$ cat src/rtl/rsa_pkg.sv
// Shared types and constants for the RSA datapath blocks.
package rsa_pkg;

  typedef enum logic [1:0] {
    IDLE = 2'd0,
    CALC = 2'd1,
    DONE = 2'd2
  } state_t;

  localparam int RSA_BITS = 65;

  function automatic int cnt_width(input int width);
    return $clog2(width + 1);
  endfunction

endpackage

$ cat src/rtl/mod_div_step.sv
// One combinational restoring-division iteration: shift in a dividend bit,
// subtract the divisor when it fits and report the resulting quotient bit.
module mod_div_step #(
  parameter int WIDTH = 65
) (
  input  logic [WIDTH:0]   r,
  input  logic             d_bit,
  input  logic [WIDTH-1:0] x,
  output logic [WIDTH:0]   r_next,
  output logic             qbit
);

  logic [WIDTH:0] t;
  logic [WIDTH:0] diff;
  // The remainder is always below x, so its top bit is known zero here.
  logic           unused_r_msb;

  assign unused_r_msb = r[WIDTH];

  // Trial subtraction and restore.
  always_comb begin
    t    = {r[WIDTH-1:0], d_bit};
    diff = t - {1'b0, x};
    if (t >= {1'b0, x}) begin
      r_next = diff;
      qbit   = 1'b1;
    end else begin
      r_next = t;
      qbit   = 1'b0;
    end
  end

endmodule

$ cat src/rtl/mod_seq_div.sv
// Sequential restoring divider: M = Y mod X and Q = Y div X, one quotient bit
// per cycle, with divide-by-zero flag and a level-held go/done handshake.
module mod_seq_div
  import rsa_pkg::*;
#(
  parameter int WIDTH = RSA_BITS,
  parameter int CNT_W = cnt_width(WIDTH)
) (
  input  logic             clk,
  input  logic             reset,
  input  logic             go,
  input  logic [WIDTH-1:0] X,
  input  logic [WIDTH-1:0] Y,
  output logic [WIDTH-1:0] M,
  output logic [WIDTH-1:0] Q,
  output logic             done,
  output logic             busy,
  output logic             div_zero
);

  state_t           state, state_nxt;
  logic [WIDTH-1:0] xreg, xreg_nxt;
  logic [WIDTH:0]   r, r_nxt;
  logic [WIDTH-1:0] d, d_nxt;
  logic [CNT_W-1:0] cnt, cnt_nxt;
  logic [WIDTH-1:0] m_nxt, q_nxt;
  logic             done_nxt, busy_nxt, dz_nxt;
  logic [WIDTH:0]   step_r;
  logic             step_q;

  mod_div_step #(.WIDTH(WIDTH)) u_step (
    .r      (r),
    .d_bit  (d[WIDTH-1]),
    .x      (xreg),
    .r_next (step_r),
    .qbit   (step_q)
  );

  // State and datapath registers; reset discards any operation in flight.
  always_ff @(posedge clk or posedge reset) begin
    if (reset) begin
      state    <= IDLE;
      xreg     <= {WIDTH{1'b0}};
      r        <= {(WIDTH+1){1'b0}};
      d        <= {WIDTH{1'b0}};
      cnt      <= {CNT_W{1'b0}};
      M        <= {WIDTH{1'b0}};
      Q        <= {WIDTH{1'b0}};
      done     <= 1'b0;
      busy     <= 1'b0;
      div_zero <= 1'b0;
    end else begin
      state    <= state_nxt;
      xreg     <= xreg_nxt;
      r        <= r_nxt;
      d        <= d_nxt;
      cnt      <= cnt_nxt;
      M        <= m_nxt;
      Q        <= q_nxt;
      done     <= done_nxt;
      busy     <= busy_nxt;
      div_zero <= dz_nxt;
    end
  end

  // Next-state and next-output logic.
  always_comb begin
    state_nxt = state;
    xreg_nxt  = xreg;
    r_nxt     = r;
    d_nxt     = d;
    cnt_nxt   = cnt;
    m_nxt     = M;
    q_nxt     = Q;
    done_nxt  = 1'b0;
    busy_nxt  = 1'b0;
    dz_nxt    = div_zero;
    case (state)
      IDLE: begin
        if (go) begin
          if (X == {WIDTH{1'b0}}) begin
            // Zero divisor: report Y as remainder and an all-ones quotient.
            dz_nxt    = 1'b1;
            r_nxt     = {1'b0, Y};
            d_nxt     = {WIDTH{1'b1}};
            state_nxt = DONE;
          end else begin
            dz_nxt    = 1'b0;
            xreg_nxt  = X;
            r_nxt     = {(WIDTH+1){1'b0}};
            d_nxt     = Y;
            cnt_nxt   = CNT_W'(WIDTH);
            busy_nxt  = 1'b1;
            state_nxt = CALC;
          end
        end else begin
          state_nxt = IDLE;
        end
      end
      CALC: begin
        r_nxt   = step_r;
        d_nxt   = {d[WIDTH-2:0], step_q};
        cnt_nxt = cnt - CNT_W'(1);
        if (cnt == CNT_W'(1)) begin
          state_nxt = DONE;
        end else begin
          busy_nxt  = 1'b1;
        end
      end
      DONE: begin
        m_nxt = r[WIDTH-1:0];
        q_nxt = d;
        // A requester that already dropped go still sees a one-cycle done.
        done_nxt = go || !done;
        if (!go) begin
          state_nxt = IDLE;
        end else begin
          state_nxt = DONE;
        end
      end
      default: begin
        state_nxt = IDLE;
      end
    endcase
  end

endmodule

$ cat config.mk
export PLATFORM = sky130hd
export DESIGN_NAME = mod_seq_div
export DESIGN_NICKNAME = d
export VERILOG_FILES = /design/src/rtl/rsa_pkg.sv /design/src/rtl/mod_div_step.sv /design/src/rtl/mod_seq_div.sv
export SDC_FILE = /design/constraint.sdc
export NUM_CORES = 1
export LEC_CHECK = 0
export ABC_AREA = 0
export CAP_MARGIN = 10
export CORE_UTILIZATION = 39
export CTS_CLUSTER_DIAMETER = 80
export DETAILED_ROUTE_END_ITERATION = 12
export RECOVER_POWER = 100
export SETUP_SLACK_MARGIN = 0.4
export SLEW_MARGIN = 10
export SYNTH_ARGS = -nofsm -noshare
export SYNTH_HDL_FRONTEND = slang
export SYNTH_SLANG_ARGS = --single-unit
$ cat constraint.sdc
create_clock -name clk -period 13.2 [get_ports clk]
set_clock_uncertainty 0.1 [all_clocks]
set_input_delay 3.96 -clock clk [delete_from_list [all_inputs] [get_ports clk]]
set_output_delay 3.96 -clock clk [all_outputs]
set_load 0.005 [all_outputs]
==> results.toml <==
[finish]
final_common_cell = "dfrtp_1"
syn2layout_area_growth_pct = 23.3
drive_gt1_share_pct = 10.2
fillers = 4473
finish.utilization_pct = 49.0
nets = 2404
diodes = 0
layout_common_cells = "dfrtp_1 (337), nand2_1 (207), nor2_1 (179)"

[yosys]
synth.net_count = 2209
yosysWarnings = 0
synthesis.area_um2 = 18600
syn_area_per_cell_um2 = 9.25
synth_area_leader_cell = "dfrtp_1"
synth_top_cell_area_share_pct = 45.4
ys_seq_elements = 337
netlist_instances = 2008
ys_types = 79
netlist_top_cells_area = "dfrtp_1 (45%), mux2_2 (8.0%), a21oi_1 (4.7%)"
synth-edff-count = 0
synth-async-reset-ratio_pct = 100
yosys_most_used_dff = "dfrtp_1"
ys_seq_area_share_pct = 45.4

[critical_path]
worstSetupPathType = "in -> reg"
worstPathMaxFanout = 76
r2r_slack_ns = 6.59
cp-start-kind = "primary input"
cp.required_ns = 13.59
crit_arrival_ns = 10.67
crit_chain = "dlygate4sd3_1, nor4_1, nand3_1, nor4_1, clkbuf_1, and2_0, buf_4, and3_1, a21oi_1, o21ai_0"
critPathLaunch = "X[46]"
rr_startpoint = "state[0]"
critPathSlowestCell = "clkbuf_1"
slowest_delay_ns = 2.49
end_kind = "flip-flop"
crit_path_frequent_cell = "nor4_1"

[timing]
worst_slew_pin_slew_ns = 3.69
finalHoldViolations = 0
holdWs_ns = 0.395
max_freq_mhz = 97.3
relSlewSlack_pct = -146
setup_slack_ns = 2.92
fin_tns_setup_ns = 0
period_needed_ns = 10.28
drv_slew = 323
post-route-period-util_pct = 77.9
grt_setup_unrepaired = "false"
report.final.setup_viol = 0

[pwr]
powerDensity_nw_per_um2 = 317
seqPwrFrac_pct = 27.0
p_leak_uw = 0.00979
p_int_uw = 3900
p_sw_share_pct = 46.2
clockPowerShare_pct = 15.0
vdd_drop_max_uv = 161
power_frac_comb_pct = 58.1
p_switching_uw = 3360

[clocking]
cts-buffers-inserted = 41
cts_tree = "built"
post_cts_buffers = 0
htree_levels = 2
numClockSinks = 337
root_buffer = "clkbuf_16"
ctsResizeCount = 0
clockBufferDepth = 3
path_clk_slew_ns = 0.06
worstSkewPairLatency_ns = 0.57
cts_hold_buf = 0

[min_path]
worstHoldStart = "d[33]"
hold_class = "reg -> reg"

[job]
drv_cap = 5

[grt]
grt_max_degree = 156
antenna_found_initial = 1
track_usage_pct = 26.0
overflow = 0
grt_pass1_vias = 15900
grt_pass1_wl_mm = 95.0

[placed_design]
dp_hpwl_mm = 47.2
post-place-ws_ns = 4.86
place.gp.congestion = 0.917
io_buffers = 265

[floorplan]
core_um2 = 46800
fp.dieArea_um2 = 48500
die_x_um = 220
io_pins = 266
initial_core_util_pct = 39.7
die_y_um = 220
rows = 79

[drt]
drt_pass1_iterations = 9
first_iter_violations = 1152
vias_per_cell = 5.65
ant_nets = 0
drc = 12
wl_per_cell_um = 22.4
wl_mm = 63.5
vias = 16000

[run_status]
violations = "DRC, capacitance limit, slew limit"
status = "finished, violations left"
## Yosys cell counts, types with 5 or more instances
master / number
a22oi_1: 11
mux2i_1: 13
nor2b_1: 9
nor4_1: 21
inv_1: 91
a211oi_1: 6
a21boi_0: 6
a21o_1: 18
nand3_1: 19
nand2_1: 207
dfrtp_1: 337
xor2_1: 35
and3_1: 13
buf_2: 8
ha_1: 67
nand4_1: 29
a31oi_1: 39
a21oi_1: 175
o22ai_1: 14
o31ai_1: 69
o21ai_1: 14
o21ai_0: 124
o21bai_1: 17
nor3_1: 104
o211ai_1: 8
o21a_1: 9
nand2b_1: 6
and2_1: 10
xnor2_1: 25
buf_1: 5
mux2_2: 132
clkbuf_1: 109
nor2_1: 181
## metal layers
layer | GRT usage [%] | vias to the layer above | share of wire [%]
met2 | 46.2 | 419 | 51
met5 | 0 | - | 0
li1 | - | 7561 | -
met3 | 3.12 | 121 | 4.3
met1 | 32.1 | 7917 | 41
met4 | 9.79 | 0 | 3.5
## critical path, delay by kind of cell
family	cells	cell delay [ns]
simple gates	5	2.96
buf+inv	3	3.52
compound gates	2	0.14
## through the flow
| stage | total power [uW] | instances | area, um2 |
|---|---|---|---|
| after floorplan | 4800 | 2008 | 18600 |
| after CTS | 7380 | 2836 | 22900 |
| after global placement | 6220 | 2766 | 21600 |
| after global routing | 7800 | 2837 | 22900 |
| after detailed placement | 6260 | 2766 | 21600 |
| final | 7260 | 2837 | 22900 |
## flip-flops by register name (all words and copies together), names as in the netlist
name,count
d,65
M,65
xreg,65
cnt,7
div_zero,1
busy,1
done,1
r,65
state,2
Q,65
## final cells by class
| class | instances | area, um2 | share of cell area [%] |
|---|---|---|---|
| Multi-Input combinational cell | 1450 | 9290 | 40.6 |
| Clock inverter | 11 | 86.3 | 0.377 |
| Tap cell | 607 | 759 | 3.32 |
| Clock buffer | 59 | 1180 | 5.17 |
| Inverter | 91 | 345 | 1.51 |
| Sequential cell | 337 | 8430 | 36.8 |
| Timing Repair Buffer | 282 | 2800 | 12.2 |
## path summary, 6_finish.rpt
| kind | depth (start not counted) | to |
|---|---|---|
| min in group asynchronous | 3 | Q[53] |
| setup / recovery | 10 | r[21] |
| hold reg to reg | 2 | d[33] |
| setup reg to reg | 3 | M[41] |
| hold / removal | 2 | d[33] |
| max in group asynchronous | 4 | r[49] |
## power groups by stage
stage | clock [uW] | sequential (uW) | combinational (uW)
2_1_floorplan | 0 | 1830 | 2970
3_3_place_gp | 0 | 1980 | 4240
3_5_place_dp | 0 | 1990 | 4270
4_1_cts | 1110 | 1980 | 4300
5_1_grt | 1150 | 2020 | 4640
6_report | 1090 | 1960 | 4220
## kinds of logic (layout without fill, tap and decap cells)
| group | Yosys count | in the layout | synth area share, % |
|---|---|---|---|
| simple gates | 624 | 624 | 15.2 |
| xor+xnor | 60 | 60 | 2.83 |
| mux | 145 | 145 | 8.70 |
| flops | 337 | 337 | 45.4 |
| fa+ha+maj | 68 | 68 | 4.62 |
| buf+inv | 221 | 443 | 4.72 |
| compound gates | 553 | 553 | 18.5 |
(Power assumes the default switching activity.)
==> RTL change 1, RTL diff (same settings) <==
Add an input register stage for `go`, `X` and `Y`; this delays them by one clock. Comments in the files are not updated.
--- a/src/rtl/mod_seq_div.sv
+++ b/src/rtl/mod_seq_div.sv
@@ -19,2 +19,12 @@
 );
+
+  logic go_q;
+  logic [WIDTH-1:0] X_q;
+  logic [WIDTH-1:0] Y_q;
+
+  always_ff @(posedge clk) begin
+    go_q <= go;
+    X_q  <= X;
+    Y_q  <= Y;
+  end
 
@@ -79,7 +89,7 @@
       IDLE: begin
-        if (go) begin
-          if (X == {WIDTH{1'b0}}) begin
+        if (go_q) begin
+          if (X_q == {WIDTH{1'b0}}) begin
             // Zero divisor: report Y as remainder and an all-ones quotient.
             dz_nxt    = 1'b1;
-            r_nxt     = {1'b0, Y};
+            r_nxt     = {1'b0, Y_q};
             d_nxt     = {WIDTH{1'b1}};
@@ -88,5 +98,5 @@
             dz_nxt    = 1'b0;
-            xreg_nxt  = X;
+            xreg_nxt  = X_q;
             r_nxt     = {(WIDTH+1){1'b0}};
-            d_nxt     = Y;
+            d_nxt     = Y_q;
             cnt_nxt   = CNT_W'(WIDTH);
@@ -113,4 +123,4 @@
         // A requester that already dropped go still sees a one-cycle done.
-        done_nxt = go || !done;
-        if (!go) begin
+        done_nxt = go_q || !done;
+        if (!go_q) begin
           state_nxt = IDLE;
Function: changed (Yosys sat finds a counterexample within 4 cycles, from zero or initial values and one cycle with reset high).
==> RTL change 1 against the unedited design <==
- the run ends with capacitance limit, slew limit left
- hold slack lost 32 ps
- register-to-register slack lost 2000 ps
- sequential share of layout area grew 5.8 points
- combinational power shrank 2%
- cell area grew 13%
- power grew 10%
- routed wire length grew 0.52%
- critical path depth shrank 4
- sequential power grew 21%
- area after synthesis grew 14%
- sequential cell count grew 131
- setup slack gained 1700 ps
- largest cell class is now flip-flops and latches
- highest routed layer is now met5
==> RTL change 1: results (changes against the unedited design) <==
Status
  – Failing checks: capacitance limit, slew limit
  – Outcome: finished with violations

Global route
  – Gr usage total: 23.05% (-2.9 points)
  – Largest net degree at the start of global routing: 171 (+9.6%)
  – First-pass GRT wire length: 99350 um (+4.5%)
  – Vias in the first global route: 16410 (+3.4%)

Placement
  – Worst slack at placement: 6651 ps (+1796 ps)
  – Post-detailed-placement half-perimeter wirelength: 46270 um (-2.0%)
  – RD Place Congestion: 0.9292 (+1.3%)
  – Cell Area, Placed: 24280 um^2 (+12%)

Synth
  – Post-synthesis mux area share: 7.453% (-1.2 points)
  – Synth cell count leaders: dfrtp_1, nand2_1, a21oi_1, nor2_1, mux2_2
  – Register area share after synthesis: 52.39% (+7.0 points)
  – Async SR Flop Fraction: 72.01% (-28 points)
  – Post-synthesis xor/xnor area fraction: 2.200% (-0.63 points)
  – Synth Area in Adders: 4.068% (-0.55 points)
  – Synth unique cells: 82 (+3.8%)
  – Largest cells by area after synthesis: dfrtp_1, dfxtp_1, mux2_2, a21oi_1, ha_1

Clock tree
  – Worst-Skew Late Latency: 610 ps (+40 ps)
  – Num CTS Buffers: 51 (+24%)

Setup path
  – R2r setup slk: 4580 ps (-2010 ps)
  – RR Endpoint: r[9]
  – Crit Path Max Fanout: 87 (+14%)
  – R2R cell count: 6 (+3)
  – WP data arrival: 8920 ps (-1750 ps)

Job
  – Max-cap violations: 10 (+5)

Final layout
  – Fraction of layout cells with a size suffix above 1: 11.45% (+1.3 points)
  – Fin nets: 2482 (+3.2%)
  – Fill count: 4921 (+10%)

Timing
  – Final Max Tran Viols: 485 (+50%)
  – Final hold slack: 362.5 ps (-32.10 ps)

Power
  – Leakage: 11.41 nW (+16%)
  – Int Power: 4.590 mW (+18%)

Hold path
  – Hold Path Origin: X_q[48]

Routing
  – DRT Pass-1 Iters: 5 (-4)
  – DR iter-0 viols: 1301 (+13%)
  – Vias per inst: 5.487 (-2.8%)
RTL change 1: routing by layer:
metal  global-route usage [%]  vias up  part of all wire, %
met2                    33.38      489                   42
met1                    35.38     8150                   50
met3                    4.135       76                  6.2
met5                        0        -                0.013
met4                    5.303        2                  1.8
li1                         -     7809                    -
RTL change 1: how the worst max path moves through the flow:
stage | from | cells past startpoint | end | slack [ps]
after detailed placement | reset | 4 | M[7] | 6650
after CTS | reset | 4 | M[3] | 7310
after global placement | reset | 4 | M[8] | 6740
after floorplan | reset | 1 | M[0] | 4640
final | state[0] | 6 | r[9] | 4580
after global routing | state[0] | 6 | r[9] | 3970
RTL change 1: cells by family (layout without fill, tap and decap cells):
kind of cell    Yosys count  in the layout
buf+inv                 225            473
mux                     140            140
flops                   468            468
xor+xnor                 53             53
compound gates          600            600
simple gates            522            522
fa+ha+maj                68             68
RTL change 1: power groups by stage:
stage                     sequential [mW]  clock [mW]  combinational (mW)
final                                2.37        1.48                4.14
after global routing                 2.44        1.57                4.59
after CTS                            2.38        1.51                4.19
after detailed placement             2.39           0                4.16
after global placement               2.39           0                4.12
after floorplan                      2.24           0                3.02
RTL change 1: metrics by stage:
stage	utilization [%]	cells
after CTS	49.13	3012
after global routing	49.01	3012
final	49.01	3012
after detailed placement	45.83	2916
after global placement	45.83	2916
after floorplan	-	2076
RTL change 1: worst max-delay path, cell delays in order (launching register included):
cell and delay, ps:
dfrtp_2 330, clkbuf_1 2340, nand2b_1 1840, clkbuf_1 1470, buf_4 830, nor2_1 1160
a221oi_1 240
RTL change 1: cell type report:
class | count | share of cell area (%)
Clock buffer | 72 | 5.687
Inverter | 93 | 1.349
Clock inverter | 24 | 1.036
Sequential cell | 468 | 42.59
Multi-Input combinational cell | 1383 | 35.33
Tap cell | 688 | 3.316
Timing Repair Buffer | 284 | 10.70
==> RTL change 2, RTL diff (same flow settings) <==
Made on the original files. `RSA_BITS`: 65 -> 61.
--- a/src/rtl/rsa_pkg.sv
+++ b/src/rtl/rsa_pkg.sv
@@ -9,3 +9,3 @@
 
-  localparam int RSA_BITS = 65;
+  localparam int RSA_BITS = 61;
 
Ports: changed (resized M, Q, X and Y); port bits go from 266 to 250. No check against the original RTL was run, so the function may have changed too.
==> RTL change 2 against the unedited design <==
- the run ends with capacitance limit, slew limit left
- cell area down 5.4%
- power down 17%
- combinational power decreased by 19%
- setup slack improved by 770 ps
- routed wire length down 12%
- hold slack lost 53 ps
- area after synthesis fell by 4.9%
- sequential cell count shrank 21
- largest cell class unchanged
==> RTL change 2: results (changes against the unedited design) <==
Power
  – Max IR drop VDD: 0.0001121 V (-30%)
  – Leakage: 9.847 nW (+0.55%)

Synth
  – Cells after synthesis: 1881 (-6.3%)
  – Synth cell count leaders: dfrtp_1, nand2_1, nor2_1, mux2_2, o21ai_0
  – Ys flop type: dfrtp_1
  – Register area share after synthesis: 44.76% (-0.64 points)
  – Largest cells by area after synthesis: dfrtp_1, mux2_2, nand2_1, ha_1, nor2_1
  – Synth unique cells: 71 (-10%)
  – Syn_nets: 2070 (-6.3%)

Timing
  – Tightest Pin Transition: 4313 ps (+620.2 ps)
  – Final hold slack: 342.0 ps (-52.65 ps)
  – Final Max Tran Viols: 486 (+50%)

Global route
  – Largest net degree at the start of global routing: 147 (-5.8%)
  – GRT met2 Usage: 36.65% (-9.5 points)
  – Met3 Use GR: 3.723% (+0.60 points)
  – Gr usage total: 23.96% (-2.0 points)
  – First-pass GRT wire length: 85750 um (-9.8%)
  – Vias in the first global route: 14330 (-9.7%)
  – Initial antenna violation count: 2 (+1)
  – Met1 Resource Use GR: 34.72% (+2.6 points)

Final layout
  – Fill count: 4175 (-6.7%)
  – Fin nets: 2253 (-6.3%)
  – Fraction of layout cells with a size suffix above 1: 11.20% (+1.0 points)

Hold path
  – Hold Path Class: register to register
  – Worst Hold Depth: 1 (-1)
  – Hold Path Origin: done
  – Hold Path Sink: done

Status
  – Failing checks: capacitance limit, slew limit
  – Outcome: finished with violations

Setup path
  – Crit path from: X[7]
  – R2r setup slk: 7120 ps (+530 ps)
  – R2R cell count: 3 (unchanged)
  – RR Endpoint: M[35]
  – Max incr delay on CP: 1560 ps (-930 ps)
  – WP data arrival: 9870 ps (-800 ps)
  – Crit Path Max Fanout: 28 (-63%)
  – Slowest stage cell, crit path: nor2_1

Clock tree
  – Clk slew on worst S/H paths: 60 ps (about the same)
  – Num CTS Buffers: 37 (-9.8%)
  – H-tree depth: 2 (unchanged)
  – Resize count post-CTS: 0 (unchanged)
  – Worst-Skew Late Latency: approximately 560 ps

Placement
  – Cell Area, Placed: 20550 um^2 (-5.0%)
  – Placed cell count: 2617 (-5.4%)
  – Worst slack at placement: 5338 ps (+482.8 ps)
  – IO buf count: 249 (-6.0%)
  – Post-detailed-placement half-perimeter wirelength: 40840 um (-13%)
  – RD Place Congestion: 0.8915 (-2.8%)

Routing
  – Met1 Routed Length: 26280 um (+1.7%)
  – DR vias: 14950 (-6.7%)
  – Wirelength, routed: 55670 um (-12%)
  – WL/cell: 20.75 um (-7.3%)
  – Top layer in use: met5
  – Met2 wire len: 24590 um (-25%)
  – DRT Pass-1 Iters: 5 (-4)
  – Met3 wire len: 3401 um (+24%)
  – DR iter-0 viols: 1149 (-0.26%)

Job
  – Max-cap violations: 8 (+3)
RTL change 2: cell count changes after synthesis, moves of 10 or more:
cell,before,now
a21o_1,18,28
nand2_1,207,225
mux2_4,0,20
xor2_1,35,23
a31oi_1,39,19
nor3_1,104,79
a221oi_2,1,20
a21oi_1,175,120
dfrtp_1,337,316
mux2_2,132,121
clkbuf_1,109,92
nand3_1,19,40
RTL change 2: critical path: cells and delay by family:
kind            cells  cell delay [ps]
simple gates        5             3760
buf+inv             3             1900
compound gates      2              240
RTL change 2: layout make-up:
class | instances | area [um^2] | area share [%]
Sequential cell | 316 | 7908 | 36.52
Timing Repair Buffer | 268 | 2621 | 12.11
Inverter | 87 | 327.8 | 1.514
Clock buffer | 51 | 1080 | 4.987
Tap cell | 592 | 740.7 | 3.421
Multi-Input combinational cell | 1354 | 8782 | 40.56
Clock inverter | 13 | 188.9 | 0.8725
Antenna cell | 2 | 5.005 | 0.02311
RTL change 2: worst max-delay path by stage:
stage | depth (start not counted) | slack, ps | end
floorplan | 1 | 4930 | M[0]
global placement | 10 | 5360 | r[11]
detailed placement | 10 | 5340 | r[11]
CTS | 10 | 5930 | r[11]
global route | 7 | 3350 | busy
finish | 10 | 3700 | r[11]
RTL change 2: kinds of logic (layout without fill, tap and decap cells):
group           Yosys count  count (layout)  share of synthesized area (%)
mux                     146             146                          9.703
xor+xnor                 55              55                          2.727
fa+ha+maj                64              64                          4.575
compound gates          471             471                          17.84
buf+inv                 211             419                          4.972
simple gates            618             618                          15.42
other cells               0               2                              0
flops                   316             316                          44.76
RTL change 2: power breakdown:
group / leakage, nW / switching (mW) / internal (mW)
combinational: 5.23 / 1.95 / 1.46
sequential: 3.99 / 0.273 / 1.31
clock: 0.620 / 0.417 / 0.652
